===== src/rtl/multi_lock_if.sv =====
// multi_lock_if: lock-key controller signal bundle between keyboard decoder and the lock FSM.
interface multi_lock_if #(parameter int N_LOCK = 3);
  logic [N_LOCK-1:0] key_down;
  logic              shift_down;
  logic              clear;
  logic [N_LOCK-1:0] lock_state;
  logic [N_LOCK-1:0] lock_led;
  logic [N_LOCK-1:0] toggled;
  logic              upper_mode;
  modport master (output key_down, shift_down, clear,
                  input  lock_state, lock_led, toggled, upper_mode);
  modport slave  (input  key_down, shift_down, clear,
                  output lock_state, lock_led, toggled, upper_mode);
endinterface


===== src/rtl/multi_lock_fsm.sv =====
// multi_lock_fsm: N independent toggle locks with release debounce and Caps^Shift letter-case mode.
module multi_lock_fsm #(
  parameter int N_LOCK         = 3,
  parameter int DEBOUNCE       = 4,
  parameter int CAPS_IDX       = 0,
  parameter int LED_ACTIVE_LOW = 0
) (
  input logic        clk,
  input logic        rst_n,
  multi_lock_if.slave bus
);
  localparam int CW = $clog2(DEBOUNCE + 1);
  // Bit 1 of the encoding is the lock state, so lock_state comes straight off the register.
  typedef enum logic [1:0] {OFF = 2'b00, OFF_HELD = 2'b01, ON = 2'b10, ON_HELD = 2'b11} state_t;
  state_t            st_q [N_LOCK];
  state_t            st_d [N_LOCK];
  logic [CW-1:0]     cnt_q [N_LOCK];
  logic [CW-1:0]     cnt_d [N_LOCK];
  logic [N_LOCK-1:0] tog_d, tog_q, on_q, on_d;
  logic              up_q;
  always_comb begin
    for (int i = 0; i < N_LOCK; i++) begin
      st_d[i]  = st_q[i];
      cnt_d[i] = cnt_q[i];
      tog_d[i] = 1'b0;
      if (bus.clear) begin
        st_d[i]  = bus.key_down[i] ? OFF_HELD : OFF;
        cnt_d[i] = '0;
      end else if (st_q[i] == OFF || st_q[i] == ON) begin
        if (cnt_q[i] != '0)
          cnt_d[i] = bus.key_down[i] ? CW'(DEBOUNCE) : cnt_q[i] - CW'(1);
        else if (bus.key_down[i]) begin
          st_d[i]  = (st_q[i] == OFF) ? ON_HELD : OFF_HELD;
          tog_d[i] = 1'b1;
        end
      end else if (!bus.key_down[i]) begin
        st_d[i]  = (st_q[i] == OFF_HELD) ? OFF : ON;
        cnt_d[i] = CW'(DEBOUNCE);
      end
      on_d[i] = st_d[i][1];
      on_q[i] = st_q[i][1];
    end
  end
  always_ff @(posedge clk or negedge rst_n) begin
    if (!rst_n) begin
      for (int i = 0; i < N_LOCK; i++) begin
        st_q[i]  <= OFF;
        cnt_q[i] <= '0;
      end
      tog_q <= '0;
      up_q  <= 1'b0;
    end else begin
      for (int i = 0; i < N_LOCK; i++) begin
        st_q[i]  <= st_d[i];
        cnt_q[i] <= cnt_d[i];
      end
      tog_q <= tog_d;
      up_q  <= on_d[CAPS_IDX] ^ bus.shift_down;
    end
  end
  assign bus.lock_state = on_q;
  assign bus.lock_led   = on_q ^ {N_LOCK{LED_ACTIVE_LOW != 0}};
  assign bus.toggled    = tog_q;
  assign bus.upper_mode = up_q;
endmodule


===== src/flat_wrapper.sv =====
// flat-port wrapper written by rule: the top's interface ports become plain ports
module multi_lock_fsm_flat 
#(
  parameter int N_LOCK         = 3,
  parameter int DEBOUNCE       = 4,
  parameter int CAPS_IDX       = 0,
  parameter int LED_ACTIVE_LOW = 0
)
  (clk, rst_n, bus_key_down, bus_shift_down, bus_clear, bus_lock_state, bus_lock_led, bus_toggled, bus_upper_mode);
  multi_lock_if #(.N_LOCK(N_LOCK)) bus_i ();
  input logic clk;
  input logic rst_n;
  input wire logic [$bits(bus_i.key_down)-1:0] bus_key_down;
  input wire logic [$bits(bus_i.shift_down)-1:0] bus_shift_down;
  input wire logic [$bits(bus_i.clear)-1:0] bus_clear;
  output wire logic [$bits(bus_i.lock_state)-1:0] bus_lock_state;
  output wire logic [$bits(bus_i.lock_led)-1:0] bus_lock_led;
  output wire logic [$bits(bus_i.toggled)-1:0] bus_toggled;
  output wire logic [$bits(bus_i.upper_mode)-1:0] bus_upper_mode;
  assign bus_i.key_down = bus_key_down;
  assign bus_i.shift_down = bus_shift_down;
  assign bus_i.clear = bus_clear;
  assign bus_lock_state = bus_i.lock_state;
  assign bus_lock_led = bus_i.lock_led;
  assign bus_toggled = bus_i.toggled;
  assign bus_upper_mode = bus_i.upper_mode;
  multi_lock_fsm #(.N_LOCK(N_LOCK), .DEBOUNCE(DEBOUNCE), .CAPS_IDX(CAPS_IDX), .LED_ACTIVE_LOW(LED_ACTIVE_LOW)) u_core (.clk(clk), .rst_n(rst_n), .bus(bus_i));
endmodule

===== config.mk =====
export PLATFORM = sky130hd
export DESIGN_NAME = multi_lock_fsm_flat
export DESIGN_NICKNAME = d
export VERILOG_FILES = /design/src/rtl/multi_lock_if.sv /design/src/rtl/multi_lock_fsm.sv /design/src/flat_wrapper.sv
export SDC_FILE = /design/constraint.sdc
export NUM_CORES = 1
export LEC_CHECK = 0
export ABC_AREA = 0
export CAP_MARGIN = 20
export CORE_MARGIN = 2
export CORE_UTILIZATION = 53
export DETAILED_ROUTE_END_ITERATION = 6
export PLACE_DENSITY = 0.78
export REMOVE_ABC_BUFFERS = 1
export SLEW_MARGIN = 20
export SYNTH_ARGS = -nofsm -noshare
export SYNTH_HDL_FRONTEND = slang
export SYNTH_SLANG_ARGS = --single-unit
export TNS_END_PERCENT = 10

===== constraint.sdc =====
create_clock -name clk -period 1.9 [get_ports clk]
set_clock_uncertainty 0.1 [all_clocks]
set_input_delay 0.285 -clock clk [delete_from_list [all_inputs] [get_ports clk]]
set_output_delay 0.285 -clock clk [all_outputs]
set_load 0.02 [all_outputs]

# Word level (Yosys, flattened, before mapping)
# Index checks and enable logic that the tools add are counted.
[totals]
regBits = 19
out_inout_bits = 10
[op_classes]
addsub = 3
eq_ne = 18
mux = 51
n_bitwise = 1
reduce_logical = 15
[ops]
columns = ["op", "count"]
rows = [
  ["two-way mux 3 bit", 15],
  ["two-way mux 2 bit", 21],
  ["!= test 3 bit, second input constant", 9],
  ["two-way mux 1 bit", 15],
  ["!= test 3 x 1 -> 1 bit, second input constant", 3],
  ["AND reduction 3 bit", 3],
  ["nonzero test 3 bit", 3],
  ["subtractor 3 x 1 -> 3 bit, second input constant", 3],
  ["== test 2 x 1 -> 1 bit, second input constant", 3],
  ["== test 2 bit, second input constant", 3],
  ["logical NOT 2 bit", 3],
  ["AND reduction 2 bit", 3],
  ["logical OR 1 bit", 3],
  ["bitwise XOR 1 bit", 1],
]

# Longest topological paths before layout
# Gate-level depths: netlist (run 1).
[logic_depth]
ltp_word = 7
ltp_mapped = 6
mapped_depth_nobuf = 6

# Worst setup path before layout (run 1)
# OpenSTA, ideal clock, no wires.
[synth_timing]
path_kind = "reg-to-reg"
start = "register u_core.st_q, in the netlist u_core.bus.lock_led[2]"
end = "register u_core.cnt_q[0] in the netlist's numbering"
setup_ns = 0.132
arrival_ns = 1.397
slack_ns = 0.271
path_stages_with_launch = 7
synth_period_minus_slack_ns = 1.629
path_cell_list = "dfrtp_1 inv_1 ha_1 nor2_2 mux2_1 a21oi_1 nor2_1"
[synth_between]
elab_chain_cells = 4
elab_cells_between_ends = 8
[synth_rtl]
columns = ["element", "line", "rtl"]
rows = [
  ["start: declaration", "multi_lock_fsm.sv:15", "state_t st_q [N_LOCK];"],
  ["start signal: indexed assignment", "multi_lock_fsm.sv:54", "st_q[i] <= st_d[i];"],
  ["== test 2 bit / logical NOT 2 bit (equally long branches)", "multi_lock_fsm.sv:29", "end else if (st_q[i] == OFF || st_q[i] == ON) begin"],
  ["logical OR 1 bit *", "multi_lock_fsm.sv:29", ""],
  ["!= test 3 bit (no line), or another cell as far along", "--", ""],
  ["AND reduction 2 bit (no line) / two-way mux 3 bit (equally long branches)", "--", ""],
  ["end signal: indexed assignment", "multi_lock_fsm.sv:55", "cnt_q[i] <= cnt_d[i];"],
  ["end: declaration", "multi_lock_fsm.sv:17", "logic [CW-1:0] cnt_q [N_LOCK];"],
]
# Mark *: on every way between the ends. The rest lies on a longest branch, timed or not.
# A chain may end at the register's enable or synchronous reset.

# Final worst setup path (run 1)
[layout_timing]
start = "register u_core.st_q, in the netlist u_core.bus.lock_led[1]"
end = "output bus_lock_led[1]"
[layout_rtl]
columns = ["element", "line", "rtl"]
rows = [
  ["end: declaration", "flat_wrapper.sv:17", "output wire logic [$bits(bus_i.lock_led)-1:0] bus_lock_led;"],
]
# No word-level cell between the ends.

==> results of run 1 <==
cells in the final DEF, fill, tap and decap left out, types with 5 or more instances in the layout:
| cell | netlist | layout |
|---|---|---|
| o21ai_0 | 5 | 5 |
| dfrtp_1 | 19 | 19 |
| inv_1 | 13 | 13 |
| nor2_1 | 15 | 15 |
| a21oi_1 | 9 | 9 |
| clkdlybuf4s50_1 | 0 | 16 |
| ha_1 | 10 | 10 |
| nor4_1 | 6 | 6 |
state kept, by name (all words and copies together), names as in the netlist:
name and cells:
u_core.st_q 3, u_core.bus.toggled 3, u_core.cnt_q 9, u_core.bus.upper_mode 1, u_core.bus.lock_led 3
power by group through the flow:
stage	sequential, uW	clock [uW]	combinational, uW
finish	549	201	736
global route	558	227	824
CTS	549	216	742
detailed placement	558	0	735
global placement	550	0	713
floorplan	605	0	448
metrics by stage:
step | hold WS [ps] | cells
3_3_place_gp | 380.9 | 159
6_report | 213.8 | 163
5_1_grt | 219.5 | 163
2_1_floorplan | -110.6 | 113
4_1_cts | 208.9 | 163
3_5_place_dp | 395.6 | 159
final cells by class:
type / instances / area [um2] / area share
Timing Repair Buffer: 19 / 195.2 / 0.1443
Clock buffer: 4 / 26.28 / 0.01943
Multi-Input combinational cell: 81 / 573.1 / 0.4237
Inverter: 13 / 48.80 / 0.03608
Sequential cell: 19 / 475.5 / 0.3515
Tap cell: 27 / 33.78 / 0.02498
cells by family (layout without fill, tap and decap cells):
logic type / count (synthesis) / in the layout
fa+ha+maj: 10 / 10
compound gates: 23 / 23
xor+xnor: 3 / 3
flops: 19 / 19
buf+inv: 23 / 36
simple gates: 41 / 41
mux: 4 / 4
worst max path at each step:
stage | cells after the start | to | slack, ps
6_report | 1 | bus_lock_led[1] | 150
5_1_grt | 6 | u_core.cnt_q[4] | 70
3_3_place_gp | 4 | u_core.bus.lock_led[2] | 220
4_1_cts | 1 | bus_lock_led[1] | 130
3_5_place_dp | 4 | u_core.bus.lock_led[2] | 170
2_1_floorplan | 6 | u_core.bus.lock_led[2] | 2
per-layer routing:
| layer | GRT usage | up-vias | wire length (um) |
|---|---|---|---|
| li1 | - | 438 | - |
| met1 | 0.1947 | 404 | 843 |
| met2 | 0.3092 | 16 | 913 |
| met3 | 0.06845 | 3 | 88 |
| met4 | 0.04955 | 0 | 13 |
| met5 | 0 | - | 0 |
==> results.cfg, run 1 <==
[outcome]
status = completed

[timing]
rsz0062_at_grt = no
fmax_ghz = 0.5730
drv_slew = 0
relSlewSlack = 0.7905
worst_pin_slew_ps = 313.3
worst_slack_ps = 154.9
period_share = 0.9185
finalHoldViolations = 0
setup_violations = 0
setup_tns_ps = 0
fin_crit_ps = 1745

[setup_path]
r2r_start = u_core.bus.lock_led[1]
crit_family = buffers and inverters
path_class = reg2out
critical_path.cell_chain = clkdlybuf4s50_1
rr_worst_depth = 6
critPathMaxStageDelay_ps = 630
path_max_fanout = 6
slowest_stage = clkdlybuf4s50_1
path_buf_inv = 1
rr_endpoint = u_core.cnt_q[4]
end_kind = primary output
reg2reg_slack_ps = 170
cp.required_ps = 1510
cp-startpoint = u_core.bus.lock_led[1]
start_kind = register
crit_arrival_ps = 1360

[placement]
gp_congestion = 0.8196
io_buffers = 16
dp.final_hpwl_um = 1402
pre_cts_slack_ps = 165.3
placed_cell_area_mm2 = 0.001326

[routing]
final_antenna_net_count = 0
dr.first_iter.drc_count = 8
routed-via-count = 861
drt-total-wl_um = 1858
wire_per_inst_um = 11.40
drc = 0
drtPass1Iterations = 4
vias_per_cell = 5.282

[cells_and_area]
antennaDiodeCount = 0
fillers = 165
utilization = 0.6756
post-route-cell-area_mm2 = 0.001353
area_growth_pct = 16.74
nNetsFinal = 154
drive_above_1_share = 0.1103

[cts]
htreeDepth = 1
insertion_delay_ps = 300
cts_root_buf = clkbuf_4
cts_tree = done
numCtsBuffers = 3
clock_tree.buffer_depth = 2
clkTransAtPathRegs_ps = 100
cts_sinks = 19
postCtsHoldBufs = 0
cts_setup_buffers = 0
ctsResizeCount = 0

[synthesis]
ys_top_cells_by_count = dfrtp_1 (19), nor2_1 (15), inv_1 (13)
yosysMostFrequentCell = dfrtp_1
synth_compound_area_frac = 0.1199
synthCells = 123
synth_edf_count = 0
yosys.area.top_type = dfrtp_1
yosys.area_share.simple = 0.2019
ys.warnings.count = 0
yosys.area_share.xor_xnor = 0.02268
yosys_most_used_dff = dfrtp_1
yosysSeqAreaShare = 0.4104
synth.distinct_cells = 34
synth.top_cells.by_area = dfrtp_1 (41%), ha_1 (11%), nor2_1 (4.9%), inv_1 (4.2%), a21oi_1 (3.9%)
synth.top_cell.area_share = 0.4104
synthMuxAreaShare = 0.04212
synth_fa_ha_area_frac = 0.1080
synth-seq-cells = 19
synth_area_per_cell_um2 = 9.420
synth_area_mm2 = 0.001159
async_flop_share = 1.000
synth_top_family_by_area = simple AND/OR/NAND/NOR gates

[floorplan]
core_area_mm2 = 0.002002
die_x_um = 50.76
rows = 16
dieArea_mm2 = 0.002576
start_util = 0.5787
io_pins = 17
fp.dieH_um = 50.76

[grt]
track_usage = 0.1754
grt_pass1_vias = 862
grt_pass1_wl_um = 3436
grt_start_max_net_pins = 22
antenna_found_initial = 0
gr-total-overflow = 0

[power]
switching_share = 0.3845
p_leak_uw = 0.0006117
p_sw_uw = 571.5
p_clk_frac = 0.135
powerDensity_mw_per_mm2 = 1099
pwr-share-seq = 0.369
finalPower_uw = 1486
p_int_uw = 914.7
combPwrFrac = 0.495
vdd.ir_drop.worst_mv = 0.6659

[worst_hold_path]
hold_class = in2async

[run]
max-cap-violations = 0
No activity file was read; power rests on OpenSTA's default activity.
==> inputs of run 2 (changes only) <==
--- a/config.mk
+++ b/config.mk
@@ -9,6 +9,7 @@
 export CAP_MARGIN = 20
 export CORE_MARGIN = 2
 export CORE_UTILIZATION = 53
+export CTS_CLUSTER_DIAMETER = 80
 export DETAILED_ROUTE_END_ITERATION = 6
 export PLACE_DENSITY = 0.78
 export REMOVE_ABC_BUFFERS = 1
==> results of run 2 <==
Same layout as run 1: the final DEF is identical, and so are final timing and power.
